==> src/rtl/tiny8_fetch_pkg.sv <==
// tiny8_fetch_pkg
//   Shared types for the tiny8 fetch stage: program-counter and instruction
//   word types, the fetch FSM state encoding, the default reset PC and the
//   wrapping PC increment helper.
package tiny8_fetch_pkg;

  typedef logic [7:0] tiny8_pc;
  typedef logic [7:0] tiny8_word;

  typedef enum logic {
    FETCH  = 1'b0,
    ISSUED = 1'b1
  } tiny8_fetch_state;

  localparam tiny8_pc TINY8_RESET_PC = 8'h00;

  // 8-bit unsigned increment; 8'hFF wraps to 8'h00 with no carry out.
  function automatic tiny8_pc tiny8_pc_inc(input tiny8_pc a);
    return a + 8'd1;
  endfunction

endpackage

==> src/rtl/tiny8_fetch.sv <==
// tiny8_fetch
//   Instruction fetch stage for tiny8. Owns the fetch PC, reads one byte per
//   instruction from instruction memory over a req/resp handshake, hands the
//   byte to the IR and holds it there until execute reports exec_done.
//   Branch redirects are applied either to the in-flight read (killing it)
//   or, while an instruction is executing, queued until exec_done.
//
// Ports
//   clk, rst                 clock, synchronous active-high reset
//   mem_read/mem_addr        read request, held until mem_resp
//   mem_resp/mem_rdata       one-cycle response pulse with the byte
//   ir_load/ir_data          IR load strobe and byte (ir_data = mem_rdata)
//   insn_valid/pc            IR holds an unexecuted instruction at pc
//   exec_done                execute finished the instruction in IR
//   redirect/redirect_pc     taken branch and its target
module tiny8_fetch
  import tiny8_fetch_pkg::*;
#(
  parameter tiny8_pc RESET_PC = TINY8_RESET_PC
) (
  input  logic       clk,
  input  logic       rst,
  output logic       mem_read,
  output logic [7:0] mem_addr,
  input  logic       mem_resp,
  input  logic [7:0] mem_rdata,
  output logic       ir_load,
  output logic [7:0] ir_data,
  output logic       insn_valid,
  output logic [7:0] pc,
  input  logic       exec_done,
  input  logic       redirect,
  input  logic [7:0] redirect_pc
);

  tiny8_fetch_state r_state;
  tiny8_pc          r_fetch_pc;
  tiny8_pc          r_pc;
  tiny8_pc          r_tgt;
  logic             r_kill;
  logic             r_pend;
  logic             r_owed;
  logic             r_stale;

  logic w_fetch;
  logic w_issued;
  logic w_drop;
  logic w_load;

  assign w_fetch  = (r_state == FETCH) & ~rst;
  assign w_issued = (r_state == ISSUED) & ~rst;
  // A response is thrown away if the read was killed by an earlier redirect,
  // a redirect arrives with it, or it answers a read abandoned by reset.
  assign w_drop   = mem_resp & (r_kill | redirect | r_stale);
  assign w_load   = w_fetch & mem_resp & ~w_drop;

  assign mem_read   = w_fetch;
  assign mem_addr   = r_fetch_pc;
  assign ir_load    = w_load;
  assign ir_data    = mem_rdata;
  assign insn_valid = w_issued;
  assign pc         = r_pc;

  // Memory still owes a response for a request it has seen. Deliberately not
  // reset: it is what lets the fetch stage recognise a late response to a read
  // that reset abandoned.
  always_ff @(posedge clk) begin
    r_owed <= (r_owed | mem_read) & ~mem_resp;
  end

  always_ff @(posedge clk) begin
    if (rst) begin
      r_state    <= FETCH;
      r_fetch_pc <= RESET_PC;
      r_pc       <= RESET_PC;
      r_kill     <= 1'b0;
      r_pend     <= 1'b0;
      r_stale    <= r_owed & ~mem_resp;
    end else begin
      if (mem_resp) begin
        r_stale <= 1'b0;
      end
      unique case (r_state)
        FETCH: begin
          if (mem_resp) begin
            if (w_drop) begin
              // Stale-only drop keeps fetch_pc, re-issuing the same read.
              r_fetch_pc <= redirect ? redirect_pc : (r_kill ? r_tgt : r_fetch_pc);
              r_kill     <= 1'b0;
            end else begin
              r_pc       <= r_fetch_pc;
              r_fetch_pc <= tiny8_pc_inc(r_fetch_pc);
              r_state    <= ISSUED;
            end
          end else if (redirect) begin
            // mem_addr must stay put until the response; remember the target.
            r_kill <= 1'b1;
            r_tgt  <= redirect_pc;
          end
        end
        ISSUED: begin
          if (exec_done) begin
            r_fetch_pc <= redirect ? redirect_pc : (r_pend ? r_tgt : r_fetch_pc);
            r_pend     <= 1'b0;
            r_state    <= FETCH;
          end else if (redirect) begin
            r_pend <= 1'b1;
            r_tgt  <= redirect_pc;
          end
        end
      endcase
    end
  end

endmodule

==> config.mk <==
export PLATFORM = sky130hd
export DESIGN_NAME = tiny8_fetch
export DESIGN_NICKNAME = d
export VERILOG_FILES = /design/src/rtl/tiny8_fetch_pkg.sv /design/src/rtl/tiny8_fetch.sv
export SDC_FILE = /design/constraint.sdc
export NUM_CORES = 1
export LEC_CHECK = 0
export CORE_MARGIN = 2
export CORE_UTILIZATION = 45
export DETAILED_ROUTE_END_ITERATION = 16
export PLACE_DENSITY = 0.8
export SKIP_CTS_REPAIR_TIMING = 1
export SYNTH_ARGS = -nofsm -noshare
export SYNTH_HDL_FRONTEND = slang
export SYNTH_SLANG_ARGS = --single-unit
==> constraint.sdc <==
create_clock -name clk -period 5.15 [get_ports clk]
set_input_delay 1.2875 -clock clk [delete_from_list [all_inputs] [get_ports clk]]
set_output_delay 1.2875 -clock clk [all_outputs]
set_load 0.1 [all_outputs]
==> run metrics <==
status=finished clean; Power Dens Cells=291 nW/um^2; Worst EP required=3860 ps; Final Hold Vio Count=0; syn_area_per_cell=10.0 sq um; CP max FO=12; Gate power share=0.247; WHS Path Cells=2; CTS buffer count=5; Synth cell types=33; n_diodes=0; Via density=5.44; Worst setup SP type=primary input; Tmin final=4370 ps; Worst Tran Pin Value=1210 ps; sequential cell area fraction in the yosys report=0.449; Multi-input gate area=679 sq um; # placed instances=210; Detailed Place HPWL=2450 um; skew final=7.18 ps; Switching Fraction=0.325; Initial Utilization=0.481; share of power burned in registers=0.488; # fillers=288; Via Count=1186; PortBufs=31; leak pwr=0.000626 uW; Worst Setup End Kind=output port; first-pass GRT wire length=5160 um; detailed-route DRC error count=0; Peak Freq=0.229 GHz; Slew Limit Fails=0; worst reg2reg path depth=2; Ports=48; Setup violations, final=0; gr ovfl total=0; post-route insts no fill=218; Yosys reg bits=29; CTS sink cnt=29; Die W=61.6 um; share of cells above drive strength 1=0.190; Worst-Skew Late Latency=330 ps; H-tree lvl count=2; clock network power share=0.265; Routed Antenna Nets=0; Syn Nets=171; core area=3100 sq um; commonest non-fill, non-tap cell in the layout=clkdlybuf4s50_1; Reg area=671 sq um; Max Cap Violations=0; Pwr Total=532 uW; die area=3800 sq um; Arrival @ worst endpoint=3090 ps; Chip Height=61.6 um; CTS tree=built; Root Buffer=clkbuf_4; most frequent cells in the layout=clkdlybuf4s50_1 (28), dfxtp_1 (20), a21oi_1 (17); Routed WL per cell=15.0 um; period utilization=0.849; Clk pin slew, worst setup/hold paths=80 ps; max_slew headroom=0.189; Post-Synthesis Cells=149; WS Path Type=in -> out; num rows=20; DRT Pass-1 Iters=4; GPL Wtd Cong=0.818; RSZ-0062 raised after global routing=no; peak supply drop=0.000127 V; Tot GR Track Use=0.193; worst min path class=reg -> reg; clk buf depth=2; pin count of the biggest net entering global routing=15; number of DRC markers in iteration 0=65; Layout Area Growth over Synthesis=22.4%; DRT Wirelength=3280 um; Internal=359 uW; initial antenna violation count=0; NetSw=173 uW; Synth Warn #=0; number of global-route vias before repair=1139; # nets final=195; Netlist Area Pre-Place=1490 sq um; final setup TNS=0 ps
through the flow:
stage / setup slack (ps) / cell area [sq um] / hold slack [ps] / utilization
2_1_floorplan: 596 / 1490 / 441 / -
3_3_place_gp: 875 / 1770 / 449 / 0.570
3_5_place_dp: 784 / 1770 / 452 / 0.570
4_1_cts: 773 / 1830 / 464 / 0.589
5_1_grt: 659 / 1830 / 494 / 0.589
6_report: 776 / 1830 / 462 / 0.589
worst max-delay path, cell delays in order:
cell and delay (ps):
clkdlybuf4s50_1 580, and2b_1 430, nand2_1 320, nor2_1 260, buf_12 210
flip-flops by register name, summed over array words and instances (netlist names):
signal / count
r_pend: 1
r_state: 1
r_kill: 1
mem_addr: 8
r_stale: 1
r_tgt: 8
pc: 8
r_owed: 1
synth_stat cells:
library cell | instances | area [sq um]
mux2_2 | 8 | 90.1
or3_4 | 1 | 11.3
o32ai_1 | 1 | 8.76
nand2_1 | 12 | 45.0
a31oi_1 | 1 | 6.26
a2bb2oi_4 | 1 | 26.3
nor3_1 | 3 | 15.0
ha_1 | 1 | 12.5
inv_1 | 9 | 33.8
buf_1 | 2 | 7.51
buf_4 | 8 | 60.1
edfxtp_1 | 9 | 270
nor2_1 | 9 | 33.8
nand3b_1 | 1 | 7.51
dfxtp_1 | 20 | 400
a21oi_1 | 17 | 85.1
and2b_1 | 1 | 7.51
nand4_1 | 1 | 6.26
nand3_1 | 10 | 50.1
or2_2 | 5 | 31.3
or3_1 | 2 | 12.5
nand2b_1 | 1 | 6.26
or3b_1 | 1 | 8.76
mux2i_1 | 7 | 70.1
o32ai_2 | 5 | 81.3
a21oi_4 | 1 | 16.3
a211oi_1 | 2 | 15.0
o21ai_1 | 1 | 5.00
buf_6 | 2 | 22.5
o21ai_0 | 1 | 5.00
buf_2 | 4 | 20.0
nor4_1 | 1 | 6.26
nor3_4 | 1 | 16.3
power groups by stage:
stage                     clock network (uW)  logic (uW)  registers [uW]
final                                    141         131             260
after global placement                     0         127             264
after CTS                                144         131             259
after floorplan                            0        91.3             301
after detailed placement                   0         131             265
after global routing                     156         138             261
routing by layer:
layer  wire length [um]  track usage  part of all wire
met5                  0            0                 0
met4                 77        0.100             0.023
met3                248       0.0819             0.076
met2               1590        0.296              0.48
met1               1370        0.229              0.42
worst paths after layout:
| path | slack (ps) | endpoint | from |
|---|---|---|---|
| max | 780 | ir_load | mem_resp |
| min | 460 | pc[0] | pc[0] |
| max reg2reg | 2900 | r_tgt[7] | r_state |
| min reg2reg | 460 | pc[0] | pc[0] |
area by class of cell:
cell class	count	share of cell area
timing repair buffer	33	0.181
inverter	9	0.0185
multi-input combinational	95	0.372
sequential	29	0.367
clock buffer	8	0.0322
tap	44	0.0301
logic make-up after synthesis:
logic type | count (synthesis) | synth area share
AO/OA/AOI/OAI | 30 | 0.167
adder cells (fa/ha/maj) | 1 | 0.00837
buffers and inverters | 25 | 0.0963
flip-flops | 29 | 0.449
multiplexers | 15 | 0.107
AND/OR/NAND/NOR | 49 | 0.173
No activity file was read; power rests on OpenSTA's default activity.
